<file path="src/rtl/iot_riscv_pkg.sv">
// -----------------------------------------------------------------------------
// iot_riscv_pkg
// Shared types and constants for the RISC-V M-extension divide controller.
//   div_op_e    : op_i encodings (DIV, DIVU, REM, REMU)
//   div_state_e : divide controller FSM encodings
//   DIV_ZERO_QUOT / DIV_OVF_QUOT : architecturally defined quotients for
//                 divide-by-zero and signed overflow
// -----------------------------------------------------------------------------
package iot_riscv_pkg;

  typedef enum logic [1:0] {
    DIV_OP_DIV  = 2'd0,
    DIV_OP_DIVU = 2'd1,
    DIV_OP_REM  = 2'd2,
    DIV_OP_REMU = 2'd3
  } div_op_e;

  typedef enum logic [1:0] {
    ST_IDLE  = 2'd0,
    ST_ITER  = 2'd1,
    ST_FIXUP = 2'd2,
    ST_DONE  = 2'd3
  } div_state_e;

  localparam logic [31:0] DIV_ZERO_QUOT = 32'hFFFF_FFFF;
  localparam logic [31:0] DIV_OVF_QUOT  = 32'h8000_0000;

  // DIV and REM treat operands as two's complement.
  function automatic logic is_signed_op(div_op_e op);
    return (op == DIV_OP_DIV) || (op == DIV_OP_REM);
  endfunction

  // REM/REMU return the remainder, DIV/DIVU the quotient.
  function automatic logic is_rem_op(div_op_e op);
    return (op == DIV_OP_REM) || (op == DIV_OP_REMU);
  endfunction

  function automatic logic [31:0] abs32(logic [31:0] v);
    return v[31] ? (~v + 32'd1) : v;
  endfunction

endpackage

</file>
<file path="src/rtl/iot_riscv_div_ctrl_if.sv">
// -----------------------------------------------------------------------------
// iot_riscv_div_ctrl_if
// Execute-stage <-> divider handshake bundle.
//   req_i/op_i/opa_i/opb_i/flush_i : driven by the requester (master)
//   res_o/valid_o/stall_o/busy_o   : driven by the divider (slave)
// -----------------------------------------------------------------------------
interface iot_riscv_div_ctrl_if;
  import iot_riscv_pkg::*;

  logic        req_i;
  div_op_e     op_i;
  logic [31:0] opa_i;
  logic [31:0] opb_i;
  logic        flush_i;
  logic [31:0] res_o;
  logic        valid_o;
  logic        stall_o;
  logic        busy_o;

  modport master (
    output req_i, op_i, opa_i, opb_i, flush_i,
    input  res_o, valid_o, stall_o, busy_o
  );

  modport slave (
    input  req_i, op_i, opa_i, opb_i, flush_i,
    output res_o, valid_o, stall_o, busy_o
  );
endinterface

</file>
<file path="src/rtl/iot_riscv_div_step.sv">
// -----------------------------------------------------------------------------
// iot_riscv_div_step
// One restoring-division iteration, purely combinational.
//   rem_i : partial remainder (always < div_i)
//   quo_i : quotient register; dividend bits shift out of its MSB while
//           quotient bits shift in at its LSB
//   div_i : divisor magnitude
//   rem_o / quo_o : values after this iteration
// -----------------------------------------------------------------------------
module iot_riscv_div_step (
  input  logic [31:0] rem_i,
  input  logic [31:0] quo_i,
  input  logic [31:0] div_i,
  output logic [31:0] rem_o,
  output logic [31:0] quo_o
);

  logic [32:0] shifted;
  logic [32:0] trial;

  // shifted < 2*div_i, so the 33-bit difference lies in (-2^32, 2^32) and
  // its MSB is a reliable sign bit.
  assign shifted = {rem_i, quo_i[31]};
  assign trial   = shifted - {1'b0, div_i};

  assign rem_o = trial[32] ? shifted[31:0] : trial[31:0];
  assign quo_o = {quo_i[30:0], ~trial[32]};

endmodule

</file>
<file path="src/rtl/iot_riscv_div_ctrl.sv">
// -----------------------------------------------------------------------------
// iot_riscv_div_ctrl
// Multi-cycle RV32M divide/remainder unit with divide-by-zero and signed
// overflow fast paths and an optional single-entry last-result cache.
//   cache_en_p    : 1 enables the last-result cache
//   main_clk_i    : clock, all state on rising edge
//   main_rst_an_i : asynchronous active-low reset
//   bus (slave)   : req_i/op_i/opa_i/opb_i/flush_i in,
//                   res_o/valid_o/stall_o/busy_o out
// Full operations take 34 cycles from request to valid_o (32 iterations plus
// sign fixup); fast paths and cache hits complete in 1.
// -----------------------------------------------------------------------------
module iot_riscv_div_ctrl
  import iot_riscv_pkg::*;
#(
  parameter bit cache_en_p = 1'b1
) (
  input  logic                  main_clk_i,
  input  logic                  main_rst_an_i,
  iot_riscv_div_ctrl_if.slave   bus
);

  div_state_e  state_q, state_d;
  logic [4:0]  cnt_q;
  logic [31:0] quo_q, rem_q, dvs_q;
  logic [31:0] opa_q, opb_q;
  div_op_e     op_q;
  logic        neg_quo_q, neg_rem_q;

  logic        c_valid_q, c_sgn_q;
  logic [31:0] c_opa_q, c_opb_q, c_quo_q, c_rem_q;

  logic        req_signed, opb_zero, ovf, cache_hit, fast, start;
  logic [31:0] step_rem, step_quo;

  assign req_signed = is_signed_op(bus.op_i);
  assign opb_zero   = (bus.opb_i == 32'd0);
  assign ovf        = req_signed && (bus.opa_i == DIV_OVF_QUOT) && (bus.opb_i == 32'hFFFF_FFFF);
  assign cache_hit  = cache_en_p && c_valid_q && (bus.opa_i == c_opa_q) &&
                      (bus.opb_i == c_opb_q) && (req_signed == c_sgn_q);
  assign fast       = opb_zero || ovf || cache_hit;
  assign start      = (state_q == ST_IDLE) && bus.req_i && !bus.flush_i;

  iot_riscv_div_step u_step (
    .rem_i (rem_q),
    .quo_i (quo_q),
    .div_i (dvs_q),
    .rem_o (step_rem),
    .quo_o (step_quo)
  );

  // NOTE: sequential state uses non-blocking assignments so every register
  // samples the pre-edge values regardless of process ordering.
  always_ff @(posedge main_clk_i or negedge main_rst_an_i) begin
    if (!main_rst_an_i) state_q <= ST_IDLE;
    else                state_q <= state_d;
  end

  // NOTE: next state defaults to the current state before the case so no
  // path leaves state_d unassigned, which would infer a latch.
  always_comb begin
    state_d = state_q;
    unique case (state_q)
      ST_IDLE:  if (start) state_d = fast ? ST_DONE : ST_ITER;
      ST_ITER:  if (cnt_q == 5'd0) state_d = ST_FIXUP;
      ST_FIXUP: state_d = ST_DONE;
      ST_DONE:  state_d = ST_IDLE;
    endcase
    if (bus.flush_i) state_d = ST_IDLE;
  end

  always_ff @(posedge main_clk_i or negedge main_rst_an_i) begin
    if (!main_rst_an_i) begin
      cnt_q     <= 5'd0;
      quo_q     <= 32'd0;
      rem_q     <= 32'd0;
      dvs_q     <= 32'd0;
      opa_q     <= 32'd0;
      opb_q     <= 32'd0;
      op_q      <= DIV_OP_DIV;
      neg_quo_q <= 1'b0;
      neg_rem_q <= 1'b0;
      // NOTE: the cache is a handful of flops, not a RAM, so it is reset
      // outright; clearing c_valid_q alone would already block stale hits.
      c_valid_q <= 1'b0;
      c_sgn_q   <= 1'b0;
      c_opa_q   <= 32'd0;
      c_opb_q   <= 32'd0;
      c_quo_q   <= 32'd0;
      c_rem_q   <= 32'd0;
    end else if (!bus.flush_i) begin
      unique case (state_q)
        ST_IDLE: begin
          if (bus.req_i) begin
            op_q  <= bus.op_i;
            opa_q <= bus.opa_i;
            opb_q <= bus.opb_i;
            if (opb_zero) begin
              quo_q <= DIV_ZERO_QUOT;
              rem_q <= bus.opa_i;
            end else if (ovf) begin
              quo_q <= DIV_OVF_QUOT;
              rem_q <= 32'd0;
            end else if (cache_hit) begin
              quo_q <= c_quo_q;
              rem_q <= c_rem_q;
            end else begin
              // Iterate on magnitudes; signs are restored in FIXUP.
              quo_q     <= req_signed ? abs32(bus.opa_i) : bus.opa_i;
              dvs_q     <= req_signed ? abs32(bus.opb_i) : bus.opb_i;
              rem_q     <= 32'd0;
              neg_quo_q <= req_signed && (bus.opa_i[31] ^ bus.opb_i[31]);
              neg_rem_q <= req_signed && bus.opa_i[31];
              cnt_q     <= 5'd31;
            end
          end
        end
        ST_ITER: begin
          rem_q <= step_rem;
          quo_q <= step_quo;
          if (cnt_q != 5'd0) cnt_q <= cnt_q - 5'd1;
        end
        ST_FIXUP: begin
          if (neg_quo_q) quo_q <= ~quo_q + 32'd1;
          if (neg_rem_q) rem_q <= ~rem_q + 32'd1;
        end
        ST_DONE: begin
          c_valid_q <= 1'b1;
          c_sgn_q   <= is_signed_op(op_q);
          c_opa_q   <= opa_q;
          c_opb_q   <= opb_q;
          c_quo_q   <= quo_q;
          c_rem_q   <= rem_q;
        end
      endcase
    end
  end

  // A flush in DONE kills the result strobe in the same cycle.
  assign bus.valid_o = (state_q == ST_DONE) && !bus.flush_i;
  assign bus.res_o   = !bus.valid_o ? 32'd0 : (is_rem_op(op_q) ? rem_q : quo_q);
  assign bus.stall_o = bus.req_i && !bus.valid_o;
  assign bus.busy_o  = (state_q != ST_IDLE);

endmodule

</file>
<file path="src/flat_wrapper.sv">
// flat-port wrapper written by rule: the top's interface ports become plain ports
module iot_riscv_div_ctrl_flat import iot_riscv_pkg::*;
#(
  parameter bit cache_en_p = 1'b1
)
  (main_clk_i, main_rst_an_i, bus_req_i, bus_op_i, bus_opa_i, bus_opb_i, bus_flush_i, bus_res_o, bus_valid_o, bus_stall_o, bus_busy_o);
  iot_riscv_div_ctrl_if bus_i ();
  input  logic main_clk_i;
  input  logic main_rst_an_i;
  input wire logic [$bits(bus_i.req_i)-1:0] bus_req_i;
  input wire logic [$bits(bus_i.op_i)-1:0] bus_op_i;
  input wire logic [$bits(bus_i.opa_i)-1:0] bus_opa_i;
  input wire logic [$bits(bus_i.opb_i)-1:0] bus_opb_i;
  input wire logic [$bits(bus_i.flush_i)-1:0] bus_flush_i;
  output wire logic [$bits(bus_i.res_o)-1:0] bus_res_o;
  output wire logic [$bits(bus_i.valid_o)-1:0] bus_valid_o;
  output wire logic [$bits(bus_i.stall_o)-1:0] bus_stall_o;
  output wire logic [$bits(bus_i.busy_o)-1:0] bus_busy_o;
  assign bus_i.req_i = bus_req_i;
  assign bus_i.op_i = bus_op_i;
  assign bus_i.opa_i = bus_opa_i;
  assign bus_i.opb_i = bus_opb_i;
  assign bus_i.flush_i = bus_flush_i;
  assign bus_res_o = bus_i.res_o;
  assign bus_valid_o = bus_i.valid_o;
  assign bus_stall_o = bus_i.stall_o;
  assign bus_busy_o = bus_i.busy_o;
  iot_riscv_div_ctrl #(.cache_en_p(cache_en_p)) u_core (.main_clk_i(main_clk_i), .main_rst_an_i(main_rst_an_i), .bus(bus_i));
endmodule
</file>
<file path="config.mk">
export PLATFORM = sky130hd
export DESIGN_NAME = iot_riscv_div_ctrl_flat
export DESIGN_NICKNAME = d
export VERILOG_FILES = /design/src/rtl/iot_riscv_pkg.sv /design/src/rtl/iot_riscv_div_ctrl_if.sv /design/src/rtl/iot_riscv_div_step.sv /design/src/rtl/iot_riscv_div_ctrl.sv /design/src/flat_wrapper.sv
export SDC_FILE = /design/constraint.sdc
export NUM_CORES = 1
export LEC_CHECK = 0
export CORE_MARGIN = 2
export CORE_UTILIZATION = 45
export DETAILED_ROUTE_END_ITERATION = 7
export GPL_ROUTABILITY_DRIVEN = 1
export PLACE_DENSITY = 0.72
export SETUP_SLACK_MARGIN = 0.2
export SKIP_CTS_REPAIR_TIMING = 1
export SLEW_MARGIN = 10
export SYNTH_ARGS = -nofsm -noshare
export SYNTH_HDL_FRONTEND = slang
export SYNTH_SLANG_ARGS = --single-unit
</file>
<file path="constraint.sdc">
create_clock -name main_clk_i -period 4.08 [get_ports main_clk_i]
set_input_delay 0.816 -clock main_clk_i [delete_from_list [all_inputs] [get_ports main_clk_i]]
set_output_delay 0.816 -clock main_clk_i [all_outputs]
set_load 0.005 [all_outputs]
</file>
# ---- Word-level counts from Yosys, hierarchy flattened
# Cells that the tools add are included.
dict set report op_classes {
  eq_ne 20
  n_reduce_logical 34
  n_addsub 6
  n_bitwise 10
  muxes 30
}
# operator n
set ops {}
lappend ops {{$mux W32} 17}
lappend ops {{$pmux W32 S3} 2}
lappend ops {{$add A32 B1 Y32 const B} 4}
lappend ops {{$not A32 Y32} 4}
lappend ops {{$eq A32 B32 Y1} 2}
lappend ops {{$eq A32 B32 Y1 const B} 2}
lappend ops {{$sub A33 B32 Y33} 1}
lappend ops {{$logic_not A32 Y1} 1}
lappend ops {{$mux W5} 5}
lappend ops {{$logic_and A1 B1 Y1} 11}
lappend ops {{$eq A2 B2 Y1 const B} 5}
lappend ops {{$pmux W5 S2} 1}
lappend ops {{$mux W2} 4}
lappend ops {{$ne A2 B2 Y1 const B} 4}
lappend ops {{$pmux W2 S4} 1}
lappend ops {{$reduce_and A4 Y1} 2}
lappend ops {{$reduce_and A7 Y1} 1}
lappend ops {{$logic_not A2 Y1} 3}
lappend ops {{$ne A2 B1 Y1 const B} 3}
lappend ops {{$ne A3 B2 Y1 const B} 2}
lappend ops {{$reduce_and A6 Y1} 1}
lappend ops {{$logic_not A5 Y1} 1}
lappend ops {{$logic_or A1 B1 Y1} 5}
lappend ops {{$not A1 Y1} 5}
lappend ops {{other kinds (10)} 13}
dict set report word_totals {
  input_bits 70
  wordCells 116
  out_inout_bits 35
  reg_bits 301
}

# ---- Longest topological paths before layout
# Gate-level depths: netlist (run 1).
dict set report depth {
  depth_word 10
  ltp_mapped 14
  mapped_depth_nobuf 12
}

# ---- By module
# Synthesis (run 1) repeated with hierarchy kept, for this count alone.
dict set report unflattened {
  cells_unflattened 2410
  area_unflattened_um2 20049.2
}
# module cells_each n_inst seq_area_each_um2 area_per_inst_um2
set by_module_without_submodules {}
lappend by_module_without_submodules {iot_riscv_div_ctrl 2074 1 7532.2 17458.0}
lappend by_module_without_submodules {iot_riscv_div_step 336 1 0.0 2591.2}

# ---- Worst setup path before layout (run 1)
# Ideal clock, no wire load.
dict set report synth_timing {
  path_kind {input to register}
  start {input port bus_opa_i[3]}
  end {register u_core.dvs_q[0]}
  t_required_ns 3.955
  setup_slack_ns 0.507
  arrival_time_ns 3.448
  cell_stages 11
  setup_ns 0.125
  path_buffers 3
  path_cell_list {clkbuf_1 > or4_4 > nand4b_4 > or2_1 > or3_4 > or4_1 > buf_4 > nand3b_4 > nor2_2 > buf_6 > mux2_4}
}
dict set report synth_between {
  elab_chain_cells 6
  elab_cells_between_ends 10
  classes_between {eq/ne: 2; bitwise: 2; reduce/logical: 6}
}
# element line_no
set synth_lines {}
lappend synth_lines {{from (decl)} flat_wrapper.sv:12} ;# input wire logic [$bits(bus_i.opa_i)-1:0] bus_opa_i;
lappend synth_lines {{$eq A32 B32 Y1} iot_riscv_div_ctrl.sv:39} ;# assign cache_hit = cache_en_p && c_valid_q && (bus.opa_i == c_opa_q) &&
lappend synth_lines {{$logic_and A1 B1 Y1 (2 in a row)} iot_riscv_div_ctrl.sv:39}
lappend synth_lines {{$logic_and A1 B1 Y1} iot_riscv_div_ctrl.sv:40} ;# (bus.opb_i == c_opb_q) && (req_signed == c_sgn_q);
lappend synth_lines {{$not A1 Y1 (no source line)} -}
lappend synth_lines {{$reduce_and A6 Y1 (no source line) (*)} -}
lappend synth_lines {{to (signal assigned)} iot_riscv_div_ctrl.sv:110} ;# dvs_q <= req_signed ? abs32(bus.opb_i) : bus.opb_i;
lappend synth_lines {{to (decl)} iot_riscv_div_ctrl.sv:25} ;# logic [31:0] quo_q, rem_q, dvs_q;
# Every way passes the cells marked *; elsewhere a longest branch is shown, timed or not.
# A chain may end at the register's enable or synchronous reset.

# ---- Worst setup path in the final report (run 1)
dict set report layout_timing {
  start {register u_core.quo_q[31]}
  end {register u_core.rem_q[12]}
}
dict set report layout_between {
  elab_chain_cells 3
}
# element line_no
set layout_lines {}
lappend layout_lines {{from (decl)} iot_riscv_div_ctrl.sv:25}
lappend layout_lines {{from (signal assigned)} iot_riscv_div_ctrl.sv:105} ;# quo_q <= c_quo_q;
lappend layout_lines {{from (signal assigned)} iot_riscv_div_ctrl.sv:109} ;# quo_q <= req_signed ? abs32(bus.opa_i) : bus.opa_i;
lappend layout_lines {{from (signal assigned)} iot_riscv_div_ctrl.sv:120} ;# quo_q <= step_quo;
lappend layout_lines {{$sub A33 B32 Y33} iot_riscv_div_step.sv:24} ;# assign trial = shifted - {1'b0, div_i};
lappend layout_lines {{$mux W32} iot_riscv_div_step.sv:26} ;# assign rem_o = trial[32] ? shifted[31:0] : trial[31:0];
lappend layout_lines {{$pmux W32 S3} iot_riscv_div_ctrl.sv:92} ;# unique case (state_q)
lappend layout_lines {{to (signal assigned)} iot_riscv_div_ctrl.sv:100} ;# rem_q <= bus.opa_i;
lappend layout_lines {{to (signal assigned)} iot_riscv_div_ctrl.sv:106} ;# rem_q <= c_rem_q;
lappend layout_lines {{to (signal assigned)} iot_riscv_div_ctrl.sv:119} ;# rem_q <= step_rem;
lappend layout_lines {{to (decl)} iot_riscv_div_ctrl.sv:25}
# No other way between the ends.

==> run metrics, run 1 <==
Leak=between 10 and 15 nW; clk_lat worst skew=~0.54 ns; routed len/inst=approximately 23 µm; final worst path period share=92.0%; outcome=completed; Setup Viol. Count Final=0; die area=~46,000 µm²; critical path type=reg -> reg; Post-Synthesis Cell Area=between 15,000 and 20,000 µm²; CP cell instances=inv_1 -> ha_1 -> fa_1 -> nand2b_1 -> a21o_1 -> a21oi_1 -> o211ai_1 -> a21oi_2 -> o21a_2 -> mux2_2 -> a221oi_1 -> a211oi_1; final net count=roughly 2,600; worst-margin pin slew=0.966 ns; share of layout cells above drive strength 1=about an eighth; maximum fanout count along the critical path=11; I/O pin total=105; clock-pin slew on the worst setup and hold paths=~0.070 ns; CP startpoint kind=register; Post-synth EDFFs=0; Gate Count Post-Synth=around 2,400; Post-DP HPWL=around 52 mm; Hold Path Class=in -> async; slowest stage delay, CP=approximately 0.44 ns; most frequent cells after synthesis=nand2_1, dfrtp_1, clkbuf_1, nor2_1, a21oi_1; Inst Count DP=a little over 3,000; Peak VDD IR=roughly 0.38 mV; clock buffer count from CTS=35; total core area=43,900 µm²; ANT nets after route=0; TritonCTS Sinks=about 300; IO Port Bufs=about 100; Routability Congestion=a little under 1; synthesis-to-finish area growth=17.8%; row cnt=77; GRT Total Usage=30.5%; Syn Nets=2,536; Final Hold Viols=0; post-layout instance area=23,400 µm²; Main synth FF type=dfrtp_1; first-pass GRT wire length=about 110 mm; share of Yosys cell area claimed by the top area cell type=between 30% and 40%; ys async rst share=between 90% and 100%; post-layout util=between 50 and 60%; vias in the first global route=between 15,000 and 20,000; largest cells by area after synthesis=dfrtp_1, nand2_1, mux2_2; width of the die=around 210 µm; die height=about 210 µm; worst-case clock skew=around 0.018 ns; Initial Util=45.3%; Tmin final=between 3 and 4 ns; htree depth=2; routed vias/inst=between 6 and 7; final slew viol count=0; reg2reg path depth=12; max_cap viols=0; Mean Syn Cell Area=8.22 µm²; Antenna diodes=0; fin cells=about 3,100; f_max=~270 MHz; delay-heaviest family, CP=compound AO/OA/AOI/OAI gates; Synth cell types=82; largest net degree at the start of global routing=121; Max-slew headroom=roughly 36%; WP depth=12; initial antenna violation count=0; post-synthesis register bit count=about 300; top-count cell post-synth=nand2_1; Fillers=roughly 4,000; post-synthesis sequential area ratio=37.9%; Hold Worst Slack=about 0.18 ns; CTS tree=built; Buf/Inv on CP=1; Root Buffer=clkbuf_16; Critical Path Slowest Stage Cell=fa_1; DRC Markers=0; via count=19,015; Pre-Repair DR Iteration Count=5; clock buffer depth=3; Critical Path RT=around 4.5 ns; Crit. End Element=register; Worst Path Arrival=around 4.2 ns; overall power=19.0 mW; Yosys Warn Count=0; PwrDens=between 800 and 900 nW/µm²; 1st-iter DRT viols=around 2,000; GRT overflow=0; aggregate routed wire length=between 70 and 80 mm; RSZ-0062 raised after global routing=no; Yosys top cell by area=dfrtp_1; area post-placement=about 22,000 µm²
[layout make-up]
cell class	instances	area [µm²]	share of cell area [%]
multi-input combinational	1866	11400	48.5
inverter	57	216	0.923
clock buffer	48	1030	4.38
timing repair buffer	266	2390	10.2
clock inverter	12	158	0.673
tap	592	741	3.16
sequential	301	7530	32.1
[report_power, final]
group / internal [mW] / leakage, nW / switching, mW
logic: 3.99 / 6.02 / 5.99
registers: 4.43 / 3.74 / 1.36
clock network: 1.95 / 0.587 / 1.33
[worst register-to-register path: stages, from the launching register on]
cell and delay, ns:
dfrtp_1 0.39, inv_1 0.15, ha_1 0.25, fa_1 0.44, nand2b_1 0.20, a21o_1 0.24, a21oi_1 0.21, o211ai_1 0.21
a21oi_2 0.26, o21a_2 0.41, mux2_2 0.40, a221oi_1 0.36, a211oi_1 0.08
[path summary, 6_finish.rpt]
kind                                        from                 end  slack, ns
worst max-delay path            u_core.quo_q[31]    u_core.rem_q[12]       0.33
worst min-delay path               main_rst_an_i    u_core.opa_q[26]       0.18
worst max register to register  u_core.quo_q[31]    u_core.rem_q[12]       0.33
worst min register to register  u_core.opa_q[27]  u_core.c_opa_q[27]       0.45
max in group asynchronous          main_rst_an_i   u_core.c_quo_q[6]       2.86
min in group main_clk_i         u_core.opa_q[27]  u_core.c_opa_q[27]       0.45
[stage by stage]
step / setup TNS (ns) / setup slack, ns
after floorplan: 0 / 0.507
after global placement: -0.126 / -0.0741
after detailed placement: -0.0835 / -0.0508
after CTS: 0 / 0.207
after global routing: 0 / 0.220
final: 0 / 0.327
[registers in the layout, summed over array words and instances, names as in the netlist, 5 cells and up]
register	flops
u_core.c_opa_q	32
u_core.c_opb_q	32
u_core.c_quo_q	32
u_core.c_rem_q	32
u_core.dvs_q	32
u_core.opa_q	32
u_core.opb_q	32
u_core.quo_q	32
u_core.rem_q	32
u_core.cnt_q	5
[logic make-up (layout without fill, tap and decap cells)]
group	Yosys count	after routing	share of synthesized area, %
AND/OR/NAND/NOR	1041	1041	24.4
AO/OA/AOI/OAI	498	498	16.0
flip-flops	301	301	37.9
buffers and inverters	254	383	5.15
XOR/XNOR	162	162	7.13
multiplexers	120	120	6.57
adder cells (fa/ha/maj)	45	45	2.87
[cell usage in the layout, fill, tap and decap left out, types with 30 or more instances in the layout]
| cell type | count |
|---|---|
| nand3_1 | 32 |
| ha_1 | 42 |
| nand2_1 | 534 |
| a21oi_1 | 155 |
| xnor2_1 | 77 |
| dfrtp_1 | 300 |
| xor2_1 | 85 |
| nor2_1 | 157 |
| o31ai_1 | 32 |
| buf_4 | 152 |
| mux2_2 | 73 |
| nand4_1 | 40 |
| a221oi_1 | 30 |
| mux2i_1 | 44 |
| clkdlybuf4s50_1 | 103 |
| nor3_1 | 53 |
| nand2b_1 | 57 |
| clkbuf_16 | 36 |
| o21ai_1 | 30 |
| inv_1 | 56 |
| o21ai_0 | 84 |
[per-layer routing]
metal  vias to the layer above  part of all wire (%)  GRT usage, %  wire [µm]
met2                       944                    44          46.5      31300
met4                         0                   5.5          15.2       3910
met5                         -                     0             0          0
met1                      9267                    42          41.8      29500
li1                       8625                     -             -          -
met3                       179                   9.0          5.45       6360
Power figures use the tool's default switching activity.
==> run 2, diff against run 1 <==
==> constraint.sdc (replaced) <==
create_clock -name main_clk_i -period 4.8 [get_ports main_clk_i]
set_input_delay 0.96 -clock main_clk_i [delete_from_list [all_inputs] [get_ports main_clk_i]]
set_output_delay 0.96 -clock main_clk_i [all_outputs]
set_load 0.005 [all_outputs]
==> run 2 against run 1 <==
Net effect:
- clock power fell by 17%
- hold slack improved by 0.27 ns
- global-route usage barely moved
- register-to-register slack improved by 0.40 ns
- via count fell by 0.66%
- largest cell class unchanged
- largest power group unchanged
==> run metrics, run 2 (synthesis gave the netlist of run 1 again) <==
maximum fanout count along the critical path=5 (-6); TritonCTS Sinks=301 (unchanged); Setup Viol. Count Final=0 (unchanged); routed len/inst=23.2 µm (+2.5%); worst-case clock skew=0.0292 ns (+0.0109 ns); Final Hold Viols=0 (unchanged); final slew viol count=0 (unchanged); Root Buffer=clkbuf_16; Hold Path Class=reg -> reg; synthesis-to-finish area growth=14.7%; fin cells=3,070 (-2.3%); final net count=2,569 (-2.8%); die area=45,900 µm² (unchanged); Critical Path RT=5.21 ns (+0.73 ns); reg2reg path depth=11 (-1); WP depth=11 (-1); share of layout cells above drive strength 1=10.3% (-2.7 points); Crit. End Element=register; Fillers=4,194 (+2.7%); vias in the first global route=18,173 (-0.38%); total core area=43,900 µm² (unchanged); initial antenna violation count=0 (unchanged); first-pass GRT wire length=109 mm (+0.22%); Initial Util=45.3% (unchanged); max_cap viols=0 (unchanged); via count=18,890 (-0.66%); GRT overflow=0 (unchanged); Post-DP HPWL=51.5 mm (-0.19%); Routability Congestion=1.01 (+2.4%); largest net degree at the start of global routing=123 (+1.7%); htree depth=2 (unchanged); final worst path period share=between 80 and 90%; die height=214 µm (unchanged); Pre-Repair DR Iteration Count=5 (unchanged); slowest stage delay, CP=0.52 ns (+0.08 ns); Max-slew headroom=31.5% (-4.1 points); Tmin final=4.08 ns; f_max=around 240 MHz; GRT Total Usage=30.5% (+0.043 points); clock-pin slew on the worst setup and hold paths=0.06 ns (about the same); routed vias/inst=6.15 (+1.7%); aggregate routed wire length=71.2 mm (+0.16%); worst-margin pin slew=1.03 ns (+0.0615 ns); ANT nets after route=0 (unchanged); I/O pin total=105 (unchanged); clock buffer depth=3 (unchanged); Critical Path Slowest Stage Cell=or3_1; multi-input logic area=11,400 µm² (-0.11%); Storage cell area=7530 µm² (unchanged); Hold Worst Slack=0.457 ns (+0.273 ns); IO Port Bufs=104 (unchanged); most frequent cells in the layout=nand2_1, dfrtp_1, nor2_1, a21oi_1, clkdlybuf4s50_1; DRC Markers=0 (unchanged); final setup margin=0.716 ns (+0.389 ns); Inst Count DP=3,009 (-2.4%); CP startpoint kind=primary input; CP dominant cell by count=or3_1; clk_lat worst skew=0.54 ns (about the same); overall power=15.9 mW (-16%); Leak=9.96 nW (-3.7%); Worst Path Arrival=4.50 ns (+0.35 ns); clock buffer count from CTS=35 (unchanged); critical path type=in -> reg; Buf/Inv on CP=2 (+1); row cnt=77 (unchanged); delay-heaviest family, CP=simple AND/OR/NAND/NOR gates; Antenna diodes=0 (unchanged); Peak VDD IR=0.323 mV (-14%); hold depth=2; Setup TNS Final=0 ns (unchanged); CTS tree=built; RSZ-0062 raised after global routing=no; width of the die=214 µm (unchanged); outcome=completed; commonest non-fill, non-tap cell in the layout=nand2_1; 1st-iter DRT viols=2,113 (+4.6%); CP cell instances=clkdlybuf4s50_1 -> buf_4 -> or3_1 -> or3_1 -> or3_1 -> or3_1 -> o41ai_1 -> xor2_1 -> a21oi_1 -> a21oi_1 -> nor2_1; PwrDens=699 nW/µm² (-14%); pre-CTS setup slack=0.274 ns (+0.325 ns)
run 2: cell count changes in the layout (fill, tap and decap cells not counted), sizes merged:
cell,change
buf,-73
clkinvlp,+3
clkinv,-2
bufinv,-1
clkbuf,+1
run 2: area by class of cell:
class,count,share of cell area [%]
multi-input cells,1866,49.8
flip-flops and latches,301,33.0
repair buffers,193,7.84
clock buffers,49,4.51
well taps,592,3.25
inverters,57,0.949
clock inverters,12,0.581
run 2: path summary, 6_finish.rpt:
check	start	to	slack, ns
max	bus_opa_i[0]	u_core.quo_q[27]	0.72
min	u_core.opa_q[8]	u_core.c_opa_q[8]	0.46
max reg2reg	u_core.rem_q[20]	u_core.rem_q[8]	0.73
min reg2reg	u_core.opa_q[8]	u_core.c_opa_q[8]	0.46
max in group asynchronous	main_rst_an_i	u_core.rem_q[25]	3.22
min in group asynchronous	main_rst_an_i	u_core.opa_q[27]	0.55
run 2: power by group:
group	total [mW]	internal (mW)	switching, mW
combinational	8.07	3.22	4.85
clock	2.73	1.61	1.12
sequential	5.14	3.76	1.39
total	15.9	8.59	7.35
run 2: per-stage QoR:
step                      area (µm²)  utilization [%]
after CTS                      22800             51.9
final                          22800             51.9
after detailed placement       21600             49.3
after global routing           22800             51.9
after global placement         21600             49.3
after floorplan                19900                -
run 2: worst register-to-register path, delay by kind of cell (launching register included):
kind	cells	cell delay (ns)
AO/OA/AOI/OAI	5	1.83
adder cells (fa/ha/maj)	1	0.40
buffers and inverters	1	0.25
AND/OR/NAND/NOR	4	0.84
flip-flops	1	0.61
run 2: per-layer routing:
layer	GRT usage, %	share of wire, %	vias to the layer above
li1	-	-	8488
met1	41.4	41	9223
met2	47.6	45	995
met3	5.96	9.8	184
met4	13.2	4.5	0
met5	0	0	-
